<file path="src/rtl/p2s_bit_feeder.sv">
// Parallel-to-serial bit feeder. It takes DATA_W-bit words over a valid/ready handshake
// and sends them out one bit at a time. Each bit is held for BIT_DIV clocks. Back-to-back
// words are sent with no idle gap because the next word is reloaded on the last clock of
// the current word.
module p2s_bit_feeder #(
    parameter int unsigned DATA_W     = 8,
    parameter int unsigned BIT_DIV    = 1,
    parameter int unsigned MSB_FIRST  = 1,
    parameter bit          IDLE_LEVEL = 1'b0
) (
    input  logic              clk,
    input  logic              rst,
    input  logic [DATA_W-1:0] din_i,
    input  logic              din_valid_i,
    output logic              din_ready_o,
    output logic              data_out_o,
    output logic              bit_valid_o,
    output logic              busy_o,
    output logic              done_o
);

    localparam int unsigned BCW = $clog2(DATA_W);
    localparam int unsigned DCW = (BIT_DIV > 1) ? $clog2(BIT_DIV) : 1;

    localparam logic [BCW-1:0] BitLast = BCW'(DATA_W - 1);
    localparam logic [DCW-1:0] DivLast = DCW'(BIT_DIV - 1);

    typedef enum logic [0:0] {StIdle, StShift} state_e;

    state_e            state_q, state_d;
    logic [DATA_W-1:0] sreg_q, sreg_d;
    logic [BCW-1:0]    bit_cnt_q, bit_cnt_d;
    logic [DCW-1:0]    div_cnt_q, div_cnt_d;

    logic last_div;
    logic last_bit;
    logic word_end;
    logic accept;
    logic head_bit;

    // Decode: terminal counts, handshake and serial head bit from registered state only.
    always_comb begin
        last_div    = (div_cnt_q == DivLast);
        last_bit    = (bit_cnt_q == BitLast);
        word_end    = (state_q == StShift) && last_div && last_bit;
        // Ready never looks at din_valid_i, so there is no valid->ready loop.
        din_ready_o = (state_q == StIdle) || word_end;
        accept      = din_valid_i && din_ready_o;
        head_bit    = (MSB_FIRST != 0) ? sreg_q[DATA_W-1] : sreg_q[0];
        busy_o      = (state_q == StShift);
        data_out_o  = (state_q == StShift) ? head_bit : IDLE_LEVEL;
        bit_valid_o = (state_q == StShift) && (div_cnt_q == '0);
        done_o      = word_end;
    end

    // Next state: load on accept, hold each bit BIT_DIV clocks, then advance or finish.
    always_comb begin
        state_d   = state_q;
        sreg_d    = sreg_q;
        bit_cnt_d = bit_cnt_q;
        div_cnt_d = div_cnt_q;
        unique case (state_q)
            StIdle: begin
                if (accept) begin
                    state_d   = StShift;
                    sreg_d    = din_i;
                    bit_cnt_d = '0;
                    div_cnt_d = '0;
                end
            end
            StShift: begin
                if (!last_div) begin
                    div_cnt_d = div_cnt_q + DCW'(1);
                end else if (!last_bit) begin
                    div_cnt_d = '0;
                    bit_cnt_d = bit_cnt_q + BCW'(1);
                    if (MSB_FIRST != 0) begin
                        sreg_d = {sreg_q[DATA_W-2:0], 1'b0};
                    end else begin
                        sreg_d = {1'b0, sreg_q[DATA_W-1:1]};
                    end
                end else if (accept) begin
                    // Reload in place so the next word's first bit follows with no gap.
                    sreg_d    = din_i;
                    bit_cnt_d = '0;
                    div_cnt_d = '0;
                end else begin
                    state_d   = StIdle;
                    bit_cnt_d = '0;
                    div_cnt_d = '0;
                end
            end
            default: begin
                state_d = StIdle;
            end
        endcase
    end

    // State register; synchronous reset drops any word in flight.
    always_ff @(posedge clk) begin
        if (rst) begin
            state_q   <= StIdle;
            sreg_q    <= '0;
            bit_cnt_q <= '0;
            div_cnt_q <= '0;
        end else begin
            state_q   <= state_d;
            sreg_q    <= sreg_d;
            bit_cnt_q <= bit_cnt_d;
            div_cnt_q <= div_cnt_d;
        end
    end

endmodule

</file>
<file path="config.mk">
export PLATFORM = sky130hd
export DESIGN_NAME = p2s_bit_feeder
export DESIGN_NICKNAME = d
export VERILOG_FILES = /design/src/rtl/p2s_bit_feeder.sv
export SDC_FILE = /design/constraint.sdc
export NUM_CORES = 1
export LEC_CHECK = 0
export ABC_AREA = 1
export CAP_MARGIN = 40
export CORE_MARGIN = 2
export CORE_UTILIZATION = 41
export CTS_CLUSTER_SIZE = 12
export DETAILED_ROUTE_END_ITERATION = 7
export PLACE_DENSITY = 0.68
export SLEW_MARGIN = 30
export SYNTH_ARGS = -nofsm -noshare
export SYNTH_HDL_FRONTEND = slang
export SYNTH_SLANG_ARGS = --single-unit
</file>
<file path="constraint.sdc">
create_clock -name clk -period 1.31 [get_ports clk]
set_input_delay 0.262 -clock clk [delete_from_list [all_inputs] [get_ports clk]]
set_output_delay 0.262 -clock clk [all_outputs]
set_load 0.02 [all_outputs]
</file>
Word level (Yosys, flattened, before mapping)
Index checks and enable logic that the tools add are counted.
{ "classes": {"addsub": 2, "n_bitwise": 2, "n_mux": 16, "n_reduce_logical": 5, "n_eq_ne": 3} }
{ "ops": {"columns": ["op", "count"], "rows": [
  ["$mux W8", 3],
  ["$pmux W8 S2", 1],
  ["$mux W3", 3],
  ["$mux W1", 6],
  ["$pmux W3 S2", 1],
  ["$ne A2 B2 Y1 const B", 2],
  ["$pmux W1 S2", 2],
  ["$add A3 B1 Y3 const B", 1],
  ["$eq A3 B3 Y1 const B", 1],
  ["$logic_and A1 B1 Y1", 3],
  ["$not A1 Y1", 2],
  ["$reduce_and A2 Y1", 1],
  ["$add A1 B1 Y1 const B", 1],
  ["$logic_or A1 B1 Y1", 1]
]} }
{ "totals": {"wordCells": 32, "input_bits": 11, "out_inout_bits": 5, "register_bits": 13} }

Logic depth before layout (Yosys ltp)
Gate-level depths: netlist (run 1).
{ "depth": {"word_depth": 9, "ltp_mapped": 8} }

Least setup slack after synthesis (run 1)
No wires, ideal clock.
{ "synth_timing": {"path_type": "reg2reg", "startpoint": "reg bit_cnt_q[0]", "endpoint": "reg sreg_q[2]", "synth_period_minus_slack_ps": 1263, "setup_slack_ps": 47, "arrival_time_ps": 1151, "path_buffers": 0, "setup_time_ps": 113, "stages_incl_launch_ff": 9, "path_cell_list": "dfxtp_1 -> ha_1 -> ha_1 -> inv_2 -> nand2_4 -> nor2_1 -> nor2_2 -> nand2_1 -> nor2_1"} }
{ "synth_between": {"elab_chain_len": 8} }
{ "synth_rtl": {"columns": ["element", "line", "text"], "rows": [
  ["start, declared", "32", "logic [BCW-1:0] bit_cnt_q, bit_cnt_d;"],
  ["start signal, assigned", "109", "bit_cnt_q <= bit_cnt_d;"],
  ["$eq A3 B3 Y1 *", "44", "last_bit = (bit_cnt_q == BitLast);"],
  ["$logic_and A1 B1 Y1 *", "45", "word_end = (state_q == StShift) && last_div && last_bit;"],
  ["$logic_or A1 B1 Y1 *", "47", "din_ready_o = (state_q == StIdle) || word_end;"],
  ["named net din_ready_o", "15", "output logic din_ready_o,"],
  ["$logic_and A1 B1 Y1 *", "48", "accept = din_valid_i && din_ready_o;"],
  ["$mux W8 *", null, null],
  ["$mux W8", "74", "end else if (!last_bit) begin"],
  ["$mux W8", "72", "if (!last_div) begin"],
  ["$pmux W8 S2 *", "62", "unique case (state_q)"],
  ["end signal, assigned", "108", "sreg_q <= sreg_d;"],
  ["end, declared", "31", "logic [DATA_W-1:0] sreg_q, sreg_d;"]
]} }
The timed path passes the listed nets; every way through them passes the cells marked *. The select of a mux whose other input is x is not followed.
A chain may end at the register's enable or synchronous reset.

Worst setup path after layout (run 1)
{ "layout_timing": {"startpoint": "reg bit_cnt_q[0]", "endpoint": "out din_ready_o"} }
{ "layout_between": {"elab_chain_len": 3} }
{ "layout_rtl": {"columns": ["element", "line"], "rows": [
  ["$eq A3 B3 Y1", "44"],
  ["$logic_and A1 B1 Y1", "45"],
  ["$logic_or A1 B1 Y1", "47"],
  ["end, declared", "15"]
]} }
Every way passes these cells.

==> results_dict.tcl, run 1 <==
set metrics [dict create \
    cp_common_cell "ha_4" \
    grt_pass1_vias 495 \
    synthAdderAreaFrac_pct 3.91 \
    powerDensity_nw_per_um2 915 \
    post_drt_wl_per_cell_um 9.56 \
    cts_setup_buffers 0 \
    grt_pass1_wl_um 2090 \
    layout-drive-gt1-share_pct 26.5 \
    required_ps 1050 \
    fin_util_pct 59.6 \
    final_antenna_net_count 0 \
    hold_path_class "flip-flop to flip-flop" \
    dominantRegCellSynth "dfxtp_1" \
    finalHoldViolations 0 \
    cp_slowest_cell "dfxtp_2" \
    io_buffers 15 \
    gr-usage-met1_pct 19.9 \
    grt_use_total_pct 15.6 \
    core_um2 1490 \
    placed_cells 126 \
    synth_edf_count 0 \
    synth-xor-area-share_pct 0 \
    setup_viol 2 \
    avgSynthCellArea_um2 7.12 \
    finalCritPeriodShare_pct 108 \
    cpPeakStageDelay_ps 340 \
    dp_hpwl_um 907 \
    vdd.ir_drop.worst_v 0.000590 \
    tightest_slew_ps 201 \
    grt_overflow 0 \
    mostFrequentLayoutCells "21 x nand2_1, 15 x nor2_1, 13 x inv_1, 10 x clkdlybuf4s50_1, 9 x dfxtp_1" \
    worstPathArrival_ps 1150 \
    maxCapViolCount 0 \
    rows 14 \
    num_io_pins 16 \
    crit-reg2reg-launch "bit_cnt_q[0]" \
    top_usage_layer "met2" \
    power.total_uw 812 \
    wl_um 1230 \
    root_buffer "clkbuf_4" \
    cts_inserted_buffers 3 \
    clock_latency_ps 270 \
    clock_path_buffers 2 \
    crit_start "bit_cnt_q[0]" \
    leakage_uw 0.000432 \
    status "complete, but fails checks" \
    syn_area_um2 641 \
    min_period_ps 1410 \
    critPathKind "flip-flop to primary output" \
    start_util_pct 43.0 \
    ys_ff_latch 12 \
    htree_levels 1 \
    grt_max_degree 9 \
    gp_congestion 0.719 \
    clock_skew_ps 1.20 \
    crit_chain "ha_4, ha_4, inv_2, nand2_4, buf_6" \
    grt_setup_unrepaired "true" \
    crit_fanout 3 \
    path_clk_slew_ps 70 \
    antenna_found_initial 0 \
    synth-compound-area-share_pct 7.42 \
    synth_top_family_by_area "simple AND/OR/NAND/NOR gates" \
    violations "negative setup slack" \
    synthMuxAreaShare_pct 0 \
    grt_use_met2_pct 23.0 \
    antennaDiodeCount 0 \
    fin_ws_ps -102 \
    die_h_um 43.5 \
    slew_headroom_pct 86.6 \
    path_delay_family "flip-flops" \
    grtUsageMet3_pct 2.50 \
    ys_warn_count 0 \
    nets 128 \
    start_kind "flip-flop" \
    final_common_cell "nand2_1" \
    syn_to_final_growth_pct 38.5 \
    ys_types 18 \
    syn_inst 90 \
    cp.buffers_inverters 2 \
    ys_async_sr_fraction_pct 0 \
    die_area_um2 1890 \
    rrSetupSlack_ps 50 \
    maxSlewViolCount 0 \
    vias 571 \
    yosysSeqAreaShare_pct 37.5 \
    place_ws_ps -319 \
    cts_sinks 12 \
    critPathCaptureType "primary output" \
    cts_tree "built" \
    hp-start "sreg_q[5]" \
    drt-initial-drc-count 15 \
    die_x_um 43.5 \
    dr.pass1.iters 4 \
    max_freq_mhz 708 \
    drc_errors 0 \
    synth_fp_nets 103 \
    timing.hold.ws_ps 479 \
    stdcell_count 129 \
    synth-simple-area-share_pct 35.2 \
    nFillCells 143 \
    viasPerCell 4.43 \
]
-- flip-flops by register name (all words and copies together) (netlist names) --
register,cells
sreg_q,8
busy_o,1
bit_cnt_q,3
-- kinds of logic (layout without fill, tap and decap cells) --
family | count (synthesis) | in the layout
AO/OA/AOI/OAI | 9 | 9
buffers and inverters | 20 | 43
AND/OR/NAND/NOR | 47 | 47
flip-flops | 12 | 12
adder cells (fa/ha/maj) | 2 | 2
-- report_power, final --
group          leakage [µW]  internal [µW]  switching (µW)
sequential         0.000100            393            15.2
combinational      0.000318           91.7            92.4
clock             0.0000138            106             114
total              0.000432            591             221
-- Yosys cell counts, types with 2 or more instances --
cell	n	area [µm²]
ha_1	2	25.0
nand3_1	3	15.0
nor2_4	2	22.5
o21ai_0	3	15.0
nand2_1	22	82.6
a21oi_1	5	25.0
nor2_1	15	56.3
inv_1	13	48.8
dfxtp_1	12	240
nor2_2	2	12.5
inv_2	4	15.0
-- repair_timing --
item | CTS | global route
endpoints found under the hold margin | 0 | 0
setup endpoints to repair | 13 | 13
gates cloned | 0 | 0
resized for setup | 23 | 2
hold buffers | 0 | 0
pin swaps | 1 | 3
-- layout make-up --
cell class,instances,area [µm²],area share (%)
Clock buffer,3,22.5,2.54
Timing Repair Buffer,23,211,23.8
Multi-Input combinational cell,58,325,36.7
Inverter,17,63.8,7.19
Sequential cell,12,244,27.5
Tap cell,16,20.0,2.26
-- metrics by stage --
stage / area, µm² / setup TNS (ps)
6_report: 887 / -203
2_1_floorplan: 641 / 0
5_1_grt: 887 / -434
4_1_cts: 883 / -201
3_5_place_dp: 832 / -979
3_3_place_gp: 832 / -841
-- tightest hold or removal path, stage by stage, from the launching register on --
cell and delay, ps:
dfxtp_1 320, nor2_1 40, nor2_1 80
-- routing by layer --
layer  vias up  wire length, µm
met1       232              559
met3         4               54
met5         -                0
met4         0               49
met2        21              571
li1        314                -
-- worst paths after layout --
path	to	depth (start not counted)
setup / recovery	din_ready_o	5
hold / removal	sreg_q[5]	2
setup reg to reg	sreg_q[2]	8
hold reg to reg	sreg_q[5]	2
No activity file was read; power rests on OpenSTA's default activity.
==> inputs of run 2 (changes only) <==
--- a/config.mk
+++ b/config.mk
@@ -16,3 +16,4 @@
 export SYNTH_ARGS = -nofsm -noshare
 export SYNTH_HDL_FRONTEND = slang
 export SYNTH_SLANG_ARGS = --single-unit
+export TNS_END_PERCENT = 30
==> results_dict.tcl, run 2 (synthesis results as in run 1) <==
set metrics [dict create \
    grt_use_total_pct 15.6 \
    layout-drive-gt1-share_pct 26.5 \
    setup_viol 2 \
    crit-reg2reg-launch "bit_cnt_q[1]" \
    viasPerCell 4.40 \
    wl_um 1240 \
    clock_skew_ps 1.24 \
    start_kind "flip-flop" \
    antenna_found_initial 0 \
    hold_path_class "flip-flop to flip-flop" \
    dr.pass1.iters 4 \
    cpPeakStageDelay_ps 340 \
    multi_input_area_um2 325 \
    htree_levels 1 \
    io_buffers 15 \
    syn_to_final_growth_pct 38.5 \
    final_antenna_net_count 0 \
    required_ps 1050 \
    design_area_um2 887 \
    vias 568 \
    clock_latency_ps 270 \
    cts_sinks 12 \
    tightest_slew_ps 201 \
    grt_pass1_wl_um 2090 \
    cts_inserted_buffers 3 \
    max_freq_mhz 707 \
    finalHoldViolations 0 \
    hold_depth 2 \
    gp_congestion 0.719 \
    core_um2 1490 \
    die_area_um2 1890 \
    cts_tree "built" \
    start_util_pct 43.0 \
    maxCapViolCount 0 \
    crit_chain "ha_4, ha_4, inv_2, nand2_4, buf_6" \
    drc_errors 0 \
    violations "negative setup slack" \
    nets 128 \
    place_area_um2 832 \
    fin_ws_ps -104 \
    worstPathArrival_ps 1150 \
    critPathKind "flip-flop to primary output" \
    finalCritPeriodShare_pct 108 \
    grt_overflow 0 \
    maxSlewViolCount 0 \
    cp_slowest_cell "dfxtp_2" \
    grt_setup_unrepaired "true" \
    path_delay_family "flip-flops" \
    path_clk_slew_ps 70 \
    r2r_end "sreg_q[6]" \
    drt-initial-drc-count 13 \
    antennaDiodeCount 0 \
    final_common_cell "nand2_1" \
    die_h_um 43.5 \
    top_register "sreg_q" \
    hold_end "sreg_q[5]" \
    grt_pass1_vias 495 \
    regArea_um2 244 \
    root_buffer "clkbuf_4" \
    crit_fanout 3 \
    clock_path_buffers 2 \
    hp-start "sreg_q[5]" \
    largest_reg_flops 8 \
    cts-hold-fix-buffers 0 \
    powerDensity_nw_per_um2 916 \
    dp_hpwl_um 907 \
    cp_common_cell "ha_4" \
    cts_setup_buffers 0 \
    min_period_ps 1410 \
    grt_max_degree 9 \
    vdd.ir_drop.worst_v 0.000590 \
    rrSetupSlack_ps 50 \
    nFillCells 143 \
    post_drt_wl_per_cell_um 9.57 \
    critPathCaptureType "primary output" \
    status "complete, but fails checks" \
    leakage_uw 0.000431 \
    slew_headroom_pct 86.6 \
    mostFrequentLayoutCells "22 x nand2_1, 14 x nor2_1, 13 x inv_1, 10 x clkdlybuf4s50_1, 9 x dfxtp_1" \
    r2r_cells 7 \
    fin_util_pct 59.6 \
    num_io_pins 16 \
    cp.buffers_inverters 2 \
    rows 14 \
    die_x_um 43.5 \
]
## run 2: cell count changes in the layout (fill, tap and decap cells not counted)
cell	delta
nor2_1	-1
nand2_1	+1
nand2_2	-1
nor2_2	+1
## run 2: layer usage
| layer | part of all wire [%] | vias to the layer above | wire [µm] | GRT usage [%] |
|---|---|---|---|---|
| met2 | 46 | 20 | 569 | 23.0 |
| li1 | - | 314 | - | - |
| met3 | 4.0 | 4 | 49 | 2.50 |
| met1 | 46 | 230 | 567 | 19.9 |
| met5 | 0 | - | 0 | 0 |
| met4 | 4.0 | 0 | 49 | 12.7 |
## run 2: metrics by stage
step | setup TNS (ps) | hold slack, ps | cells | worst slack [ps] | power (µW)
after detailed placement | -979 | 456 | 126 | -319 | 596
after floorplan | 0 | 390 | 90 | 46.7 | 525
after global routing | -393 | 504 | 129 | -142 | 858
after CTS | -201 | 482 | 129 | -105 | 815
final | -206 | 480 | 129 | -104 | 812
after global placement | -841 | 452 | 126 | -296 | 593
## run 2: tightest hold or removal path: cells and delay by family, from the launching register on
| family | cells | cell delay (ps) |
|---|---|---|
| DFF | 1 | 320 |
| and+or+nand+nor | 2 | 120 |
## run 2: worst max path at each step
| stage | slack [ps] | cells past startpoint | startpoint | to |
|---|---|---|---|---|
| 6_report | -100 | 5 | bit_cnt_q[1] | din_ready_o |
| 5_1_grt | -140 | 5 | bit_cnt_q[0] | din_ready_o |
| 4_1_cts | -110 | 5 | bit_cnt_q[1] | din_ready_o |
| 3_5_place_dp | -320 | 5 | bit_cnt_q[0] | din_ready_o |
| 3_3_place_gp | -300 | 5 | bit_cnt_q[0] | din_ready_o |
| 2_1_floorplan | 50 | 8 | bit_cnt_q[0] | sreg_q[2] |
## run 2: layout make-up
cell class,count,share of cell area (%)
multi-input combinational,58,36.7
sequential,12,27.5
timing repair buffer,23,23.8
inverter,17,7.19
clock buffer,3,2.54
tap,16,2.26
## run 2: timing repair
item	CTS	global route
gates resized for setup	23	2
setup endpoints to repair	13	13
pin swaps	1	3
## run 2: power by group
group | switching [µW] | leakage (µW) | internal [µW] | total, µW
logic | 92.4 | 0.000317 | 91.9 | 184
clock network | 114 | 0.0000138 | 106 | 220
registers | 15.3 | 0.000100 | 393 | 408
total | 221 | 0.000431 | 591 | 812
==> inputs of run 3 (changes only) <==
--- a/config.mk
+++ b/config.mk
@@ -12,7 +12,7 @@
 export CTS_CLUSTER_SIZE = 12
 export DETAILED_ROUTE_END_ITERATION = 7
 export PLACE_DENSITY = 0.68
-export SLEW_MARGIN = 30
+export SLEW_MARGIN = 20
 export SYNTH_ARGS = -nofsm -noshare
 export SYNTH_HDL_FRONTEND = slang
 export SYNTH_SLANG_ARGS = --single-unit
==> results of run 3 <==
The final DEF is identical to that of run 2; final timing and power are the same.
